===== src/rtl/bf16_fma_wb_master.sv =====
`default_nettype none
// ============================================================================
//  Module   : bf16_fma_wb_master
//  Purpose  : Wishbone initiator for the bfloat16 FMA responder. Takes one
//             (a,b,c) triple, writes A/B/C, waits a settle period, reads the
//             RESULT register and returns result/flags on a valid/ready port.
//  Revision : 1.0  initial release
// ============================================================================
module bf16_fma_wb_master #(
    parameter logic [31:0] BASE_ADDR      = 32'h3000_0000,
    parameter int          SETTLE_CYCLES  = 4,
    parameter int          TIMEOUT_CYCLES = 255
) (
    input  logic        wb_clk_i,
    input  logic        wb_rst_i,
    input  logic        cmd_valid,
    output logic        cmd_ready,
    input  logic [15:0] cmd_a,
    input  logic [15:0] cmd_b,
    input  logic [15:0] cmd_c,
    output logic        rsp_valid,
    input  logic        rsp_ready,
    output logic [15:0] rsp_result,
    output logic [9:0]  rsp_flags,
    output logic        rsp_timeout,
    output logic        busy,
    output logic        wbm_cyc_o,
    output logic        wbm_stb_o,
    output logic        wbm_we_o,
    output logic [3:0]  wbm_sel_o,
    output logic [31:0] wbm_adr_o,
    output logic [31:0] wbm_dat_o,
    input  logic [31:0] wbm_dat_i,
    input  logic        wbm_ack_i
);

    localparam logic [3:0] S_IDLE   = 4'd0;
    localparam logic [3:0] S_WR_A   = 4'd1;
    localparam logic [3:0] S_GAP_AB = 4'd2;
    localparam logic [3:0] S_WR_B   = 4'd3;
    localparam logic [3:0] S_GAP_BC = 4'd4;
    localparam logic [3:0] S_WR_C   = 4'd5;
    localparam logic [3:0] S_SETTLE = 4'd6;
    localparam logic [3:0] S_RD_RES = 4'd7;
    localparam logic [3:0] S_RESP   = 4'd8;

    localparam logic [31:0] c_OFS_B      = 32'h0000_0004;
    localparam logic [31:0] c_OFS_C      = 32'h0000_0008;
    localparam logic [31:0] c_OFS_RES    = 32'h0000_000C;
    localparam logic [7:0]  c_SETTLE_END = 8'(SETTLE_CYCLES - 1);
    localparam logic [15:0] c_TMO_END    = 16'(TIMEOUT_CYCLES - 1);

    logic [3:0]  r_state;
    logic        r_live;
    logic        r_we;
    logic [31:0] r_adr;
    logic [31:0] r_dat;
    logic [15:0] r_b;
    logic [15:0] r_c;
    logic [15:0] r_tmo;
    logic [7:0]  r_settle;
    logic [15:0] r_result;
    logic [9:0]  r_flags;
    logic        r_timeout;

    logic        w_beat;
    logic        w_unused;

    // Upper read-data bits carry nothing of interest for this master.
    assign w_unused = ^wbm_dat_i[31:26];

    // A bus beat is in flight in any of the write or read states.
    assign w_beat = (r_state == S_WR_A) || (r_state == S_WR_B) ||
                    (r_state == S_WR_C) || (r_state == S_RD_RES);

    assign cmd_ready   = r_live && (r_state == S_IDLE);
    assign busy        = (r_state != S_IDLE);
    assign wbm_cyc_o   = w_beat;
    assign wbm_stb_o   = w_beat;
    assign wbm_we_o    = r_we;
    assign wbm_sel_o   = 4'hF;
    assign wbm_adr_o   = r_adr;
    assign wbm_dat_o   = r_dat;
    assign rsp_valid   = (r_state == S_RESP);
    assign rsp_result  = r_result;
    assign rsp_flags   = r_flags;
    assign rsp_timeout = r_timeout;

    // Transaction sequencer: address/data are loaded on entry to a beat and
    // held until it ends, so they stay stable for slow responders.
    always_ff @(posedge wb_clk_i) begin
        if (wb_rst_i) begin
            r_state   <= S_IDLE;
            r_live    <= 1'b0;
            r_we      <= 1'b0;
            r_adr     <= 32'h0;
            r_dat     <= 32'h0;
            r_b       <= 16'h0;
            r_c       <= 16'h0;
            r_tmo     <= 16'h0;
            r_settle  <= 8'h0;
            r_result  <= 16'h0;
            r_flags   <= 10'h0;
            r_timeout <= 1'b0;
        end else begin
            r_live <= 1'b1;
            case (r_state)
                S_IDLE: begin
                    if (cmd_valid && r_live) begin
                        r_b       <= cmd_b;
                        r_c       <= cmd_c;
                        r_adr     <= BASE_ADDR;
                        r_we      <= 1'b1;
                        r_dat     <= {16'h0, cmd_a};
                        r_tmo     <= 16'h0;
                        r_timeout <= 1'b0;
                        r_state   <= S_WR_A;
                    end
                end
                S_WR_A, S_WR_B, S_WR_C, S_RD_RES: begin
                    // An ack arriving on the expiry cycle still wins.
                    if (wbm_ack_i) begin
                        if (r_state == S_WR_A) begin
                            r_state <= S_GAP_AB;
                        end else if (r_state == S_WR_B) begin
                            r_state <= S_GAP_BC;
                        end else if (r_state == S_WR_C) begin
                            r_settle <= 8'h0;
                            r_state  <= S_SETTLE;
                        end else begin
                            r_result <= wbm_dat_i[15:0];
                            r_flags  <= wbm_dat_i[25:16];
                            r_state  <= S_RESP;
                        end
                    end else if (r_tmo == c_TMO_END) begin
                        r_result  <= 16'h0;
                        r_flags   <= 10'h0;
                        r_timeout <= 1'b1;
                        r_state   <= S_RESP;
                    end else begin
                        r_tmo <= r_tmo + 16'h1;
                    end
                end
                S_GAP_AB: begin
                    r_adr   <= BASE_ADDR + c_OFS_B;
                    r_dat   <= {16'h0, r_b};
                    r_tmo   <= 16'h0;
                    r_state <= S_WR_B;
                end
                S_GAP_BC: begin
                    r_adr   <= BASE_ADDR + c_OFS_C;
                    r_dat   <= {16'h0, r_c};
                    r_tmo   <= 16'h0;
                    r_state <= S_WR_C;
                end
                S_SETTLE: begin
                    if (r_settle == c_SETTLE_END) begin
                        r_adr   <= BASE_ADDR + c_OFS_RES;
                        r_we    <= 1'b0;
                        r_dat   <= 32'h0;
                        r_tmo   <= 16'h0;
                        r_state <= S_RD_RES;
                    end else begin
                        r_settle <= r_settle + 8'h1;
                    end
                end
                S_RESP: begin
                    if (rsp_ready) begin
                        r_timeout <= 1'b0;
                        r_state   <= S_IDLE;
                    end
                end
                default: r_state <= S_IDLE;
            endcase
        end
    end

endmodule
`default_nettype wire


===== config.mk =====
export PLATFORM = sky130hd
export DESIGN_NAME = bf16_fma_wb_master
export DESIGN_NICKNAME = d
export VERILOG_FILES = /design/src/rtl/bf16_fma_wb_master.sv
export SDC_FILE = /design/constraint.sdc
export NUM_CORES = 1
export LEC_CHECK = 0
export BUFFER_PORTS_ARGS = -buffer_cell sky130_fd_sc_hd__buf_2
export CORE_ASPECT_RATIO = 1.2
export CORE_MARGIN = 2
export CORE_UTILIZATION = 49
export DETAILED_ROUTE_END_ITERATION = 7
export HOLD_SLACK_MARGIN = 0.15
export PLACE_DENSITY_LB_ADDON = 0.12
export SYNTH_ARGS = -nofsm -noshare
export SYNTH_HDL_FRONTEND = slang
export SYNTH_SLANG_ARGS = --single-unit

===== constraint.sdc =====
create_clock -name wb_clk_i -period 2.7 [get_ports wb_clk_i]
set_clock_uncertainty 0.2 [all_clocks]
set_input_delay 0.405 -clock wb_clk_i [delete_from_list [all_inputs] [get_ports wb_clk_i]]
set_output_delay 0.405 -clock wb_clk_i [all_outputs]
set_load 0.005 [all_outputs]

==> flow_metrics.tcl, run 1 <==
set metrics [dict create \
    dpl.hpwl_um 8580 \
    cts.repair.resized 0 \
    overflow 0 \
    path_max_fanout 26 \
    synth_seq_cells 108 \
    r2r-start "r_settle[0]$_SDFFE_PP0P_" \
    rsz0062_at_grt "false" \
    cts_tree "done" \
    netlist.area_leader.share_pct 43.3 \
    syn_inst 596 \
    drive_above_1_share_pct 23.4 \
    gp_congestion 0.836 \
    first_iter_violations 179 \
    clockBufferDepth 2 \
    fin_area_um2 6530 \
    crit_required_ns 2.74 \
    r2r_end "rsp_flags[1]$_SDFFE_PP0P_" \
    fin_nets 870 \
    endpoint "rsp_flags[1]$_SDFFE_PP0P_" \
    yosysMostFrequentCell "dfxtp_1" \
    ys.flop_type "dfxtp_1" \
    ant_nets 0 \
    grt_util_met2_pct 39.1 \
    synth_area_leaders "dfxtp_1 (43%), buf_4 (7.5%), nand2_1 (6.5%)" \
    p_total_mw 3.58 \
    whs_ns 0.257 \
    reg2reg_depth 6 \
    ctsHoldBuffers 59 \
    post_cts_buffers 0 \
    vias 4781 \
    cap_violations 0 \
    tightest_slew_ns 1.12 \
    dieHeight_um 115 \
    synth_top_cell_by_area "dfxtp_1" \
    grt_usage_pct 23.0 \
    post_layout_nonfiller_instances 912 \
    path_clk_slew_ns 0.07 \
    antenna_cells 0 \
    worstSetupStartpoint "r_settle[0]$_SDFFE_PP0P_" \
    crit_type "flop to flop" \
    grt_busiest_layer "met2" \
    die_area_um2 11000 \
    report.final.slew_viol_count 0 \
    grt_max_degree 34 \
    io_buffers 131 \
    ir_drop_mv 0.310 \
    synth_commonest_cells "dfxtp_1 (108), nand2_1 (87), a21oi_1 (64)" \
    met1_usage_pct 28.2 \
    synth_async_sr_flop_share_pct 0 \
    ys_seq_area_share_pct 43.3 \
    cp.arrival_ns 2.51 \
    die_w_um 96.1 \
    powerDensity_nw_per_um2 548 \
    totalWireLength_um 12800 \
    first_pass_iters 5 \
    hold_path_class "flop to flop" \
    outcome "completed" \
    hold_viol 0 \
    via_per_inst 5.24 \
    boundaryPins 186 \
    grt_pass1_wl_um 20000 \
    use_met3_pct 3.75 \
    drc_errors 0 \
    cts_buffers 9 \
    yosys_warnings 0 \
    final.fill_count 863 \
    rows 40 \
    fin_crit_sh_pct 91.5 \
    wl_per_cell_um 14.1 \
    place_inst 838 \
    postSynthAreaPerCell_um2 8.37 \
    synth_edf_count 0 \
    clock_latency_ns 0.35 \
    start_kind "flop" \
    fin_setup_tns_ns 0 \
    synthDistinctLibCells 54 \
    synthesis.area_um2 4990 \
    setup_viol 0 \
    cts_sinks 108 \
    slew_headroom_pct 25.3 \
    root_buffer "clkbuf_16" \
    core-area_um2 9960 \
    htreeDepth 3 \
    place_area_um2 5640 \
    syn2layout_area_growth_pct 30.8 \
    max_freq_mhz 405 \
    timing.final.crit_period_ns 2.47 \
    grt_pass1_vias 4414 \
    endpoint_kind "flop" \
    r2r_slack_ns 0.23 \
    p_leak_nw 2.83 \
    antenna_found_initial 0 \
    initial_utilization_pct 50.1 \
]
-- layout by cell type (no fill, tap or decap), drive strengths merged, types with 12 or more instances in the layout --
cell           n
dlygate4sd3   59
dfxtp        108
nor2          57
a211oi        18
clkbuf        12
conb          48
nor2b         16
a22o          26
nand2         87
nor3          23
o21ai         12
a21oi         64
buf          152
-- logic make-up (layout without fill, tap and decap cells) --
family | Yosys count | in the layout | share of synthesized area [%]
DFF | 108 | 108 | 43.3
xor gates and xnor gates | 14 | 14 | 2.46
and+or+nand+nor | 239 | 239 | 23.7
other | 2 | 48 | 0.150
AOI/OAI and AO/OA | 141 | 141 | 18.6
buffers and inverters | 89 | 233 | 11.0
adders and majority gates | 3 | 3 | 0.752
-- worst max-delay path: stages, from the launching register on --
cell and delay (ns):
dfxtp_1 0.38, ha_1 0.24, or4b_1 0.46, o21ai_2 0.24, o211a_2 0.28, a31oi_4 0.27
a22o_2 0.30
-- power breakdown --
| part | internal, mW | switching, mW |
|---|---|---|
| combinational | 0.248 | 0.293 |
| sequential | 1.66 | 0.0440 |
| clock | 0.767 | 0.566 |
| total | 2.68 | 0.903 |
-- stage by stage --
step / util (%) / setup WS (ns)
4_1_cts: 65.6 / 0.229
5_1_grt: 65.6 / 0.0468
3_5_place_dp: 56.6 / 0.242
2_1_floorplan: - / 0.415
6_report: 65.6 / 0.229
3_3_place_gp: 56.6 / 0.273
-- worst min-delay path by stage --
stage          slack, ns                       from  cells past startpoint                        end
6_report            0.26       r_c[13]$_SDFFE_PP0P_                      2       r_c[13]$_SDFFE_PP0P_
5_1_grt             0.28       r_c[10]$_SDFFE_PP0P_                      2       r_c[10]$_SDFFE_PP0P_
4_1_cts             0.26        r_c[4]$_SDFFE_PP0P_                      2        r_c[4]$_SDFFE_PP0P_
3_5_place_dp        0.25        r_c[4]$_SDFFE_PP0P_                      2        r_c[4]$_SDFFE_PP0P_
3_3_place_gp        0.24  wbm_adr_o[3]$_SDFFE_PP0P_                      2  wbm_adr_o[3]$_SDFFE_PP0P_
2_1_floorplan       0.24        r_c[0]$_SDFFE_PP0P_                      2        r_c[0]$_SDFFE_PP0P_
-- registers in the layout (all words and copies together), names as in the netlist --
signal       flops
r_live           1
rsp_flags       10
r_settle         8
r_c             16
wbm_adr_o        3
rsp_result      16
r_tmo           16
rsp_timeout      1
r_b             16
wbm_we_o         1
r_state          4
wbm_dat_o       16
-- layer usage --
metal,part of all wire [%],up-vias
met4,2.2,0
met2,50,187
met3,6.1,26
met1,42,2222
li1,-,2346
met5,0,-
-- cell type report --
class                           count  area (µm²)  share of cell area, %
Clock buffer                       12         256                   3.93
Clock inverter                      3        46.3                  0.709
Inverter                            7        26.3                  0.402
Multi-Input combinational cell    445        2460                   37.7
Sequential cell                   108        2160                   33.1
Tap cell                          126         158                   2.41
Timing Repair Buffer              211        1420                   21.7
No activity file was read; power rests on OpenSTA's default activity.
==> run 2, diff against run 1 <==
Settings changed: CORE_UTILIZATION 49 to 45.
Clock period 2.7 ns to 2.15 ns, I/O delays scaled along.
==> flow_metrics.tcl, run 2 (synthesis results as in run 1) <==
set metrics [dict create \
    outcome "finished with violations" \
    violations "negative setup slack" \
    hold_viol 0 \
    cap_violations 0 \
    setup_ws_ns -0.0848 \
    timing.final.crit_period_ns 2.23 \
    max_freq_mhz 447 \
    crit_required_ns 2.19 \
    dieHeight_um 119 \
    first_pass_iters 4 \
    totalWireLength_um 14500 \
    whs_ns 0.189 \
    r2r_end "r_state[2]$_SDFFE_PP0P_" \
    ant_nets 0 \
    crit_buf_inv 1 \
    root_buffer "clkbuf_16" \
    grt_usage_pct 23.4 \
    cts_tree "done" \
    io_buffers 131 \
    syn2layout_area_growth_pct 43.4 \
    die_w_um 100 \
    htreeDepth 3 \
    endpoint_kind "flop" \
    crit_family "simple AND/OR/NAND/NOR gates" \
    boundaryPins 186 \
    start_kind "flop" \
    final_common_cell "buf_2" \
    antenna_cells 0 \
    fin_area_um2 7160 \
    via_per_inst 5.15 \
    grt_max_degree 33 \
    grt_pass1_vias 4730 \
    overflow 0 \
    initial_utilization_pct 45.7 \
    final_cell_mix "buf_2 (131), dfxtp_1 (104), nand2_1 (87)" \
    rows 42 \
    cp_cell_sequence "or4_4 > nor4_4 > or3_4 > buf_6 > a21oi_2 > a41o_2" \
    grt_pass1_wl_um 22300 \
    drive_above_1_share_pct 30.7 \
    r2r_slack_ns -0.08 \
    hold_path_class "input pin to flop" \
    report.final.slew_viol_count 0 \
    utilization_pct 65.5 \
    first_iter_violations 202 \
    dpl.hpwl_um 9200 \
    clock_latency_ns 0.35 \
    path_depth 6 \
    clockBufferDepth 2 \
    powerDensity_nw_per_um2 639 \
    p_leak_nw 3.12 \
    drc_errors 0 \
    setup_viol 34 \
    path_max_fanout 6 \
    fin_crit_sh_pct 104 \
    reg2reg_depth 6 \
    rsz0062_at_grt "true" \
    slew_headroom_pct 56.5 \
    worstSetupStartpoint "r_tmo[13]$_SDFFE_PP0P_" \
    crit_slowest_cell "or4_4" \
    cp.arrival_ns 2.27 \
    ir_drop_mv 0.372 \
    antenna_found_initial 0 \
    cts_buffers 9 \
    fin_nets 919 \
    max_stage_delay_ns 0.57 \
    path_clk_slew_ns 0.07 \
    endpoint "r_state[2]$_SDFFE_PP0P_" \
    r2r-start "r_tmo[13]$_SDFFE_PP0P_" \
    gp_congestion 0.839 \
    wl_per_cell_um 15.0 \
    die_area_um2 12000 \
    core-area_um2 10900 \
    crit_type "flop to flop" \
    vias 4985 \
    cts_sinks 108 \
    tightest_slew_ns 0.652 \
    place_area_um2 5990 \
]
[run 2: metrics by stage]
stage          cells  power (mW)  worst slack [ns]  setup TNS, ns
2_1_floorplan    642        2.60           -0.0141         -0.282
3_3_place_gp     883        2.83            -0.166          -6.08
3_5_place_dp     883        2.84            -0.220          -7.77
4_1_cts          967        4.60           -0.0914          -1.13
5_1_grt          968        4.79            -0.132          -3.53
6_report         968        4.58           -0.0848          -1.72
[run 2: cell type report]
cell class / count / area, µm²
fill: 947 / 3770
timing repair buffer: 257 / 1830
multi-input combinational: 448 / 2680
sequential: 108 / 2170
clock buffer: 10 / 229
tap: 132 / 165
clock inverter: 6 / 61.3
inverter: 7 / 26.3
[run 2: worst min path at each step]
stage	cells past startpoint	start	slack [ns]	end
after floorplan	2	r_c[0]$_SDFFE_PP0P_	0.24	r_c[0]$_SDFFE_PP0P_
after global placement	2	r_c[14]$_SDFFE_PP0P_	0.24	r_c[14]$_SDFFE_PP0P_
after detailed placement	2	wbm_adr_o[3]$_SDFFE_PP0P_	0.25	wbm_adr_o[3]$_SDFFE_PP0P_
after CTS	4	rsp_ready	0.19	rsp_timeout$_SDFFE_PP0P_
after global routing	4	rsp_ready	0.21	r_state[3]$_SDFFE_PP0P_
final	4	rsp_ready	0.19	r_state[3]$_SDFFE_PP0P_
[run 2: layer usage]
metal | track usage, % | share of wire [%] | vias up
li1 | - | - | 2453
met3 | 3.64 | 4.4 | 14
met4 | 8.22 | 1.4 | 0
met5 | 0 | 0 | -
met2 | 41.6 | 53 | 132
met1 | 28.2 | 41 | 2386
[run 2: tightest hold or removal path, stage by stage]
cell and delay (ns):
buf_2 0.13, nor2_1 0.06, o21ai_1 0.13, nor4_1 0.05
[run 2: where the power goes]
group | internal, mW | total, mW | switching, mW
clock | 0.811 | 1.61 | 0.795
combinational | 0.401 | 0.837 | 0.436
sequential | 2.08 | 2.13 | 0.0465
[run 2: repair_timing]
item,CTS,global route
pin swaps,11,20
buffers inserted,7,2
hold buffers,58,0
gates resized for setup,16,21
endpoints found under the hold margin,58,0
endpoints found under the setup margin,51,62
gates cloned,3,0
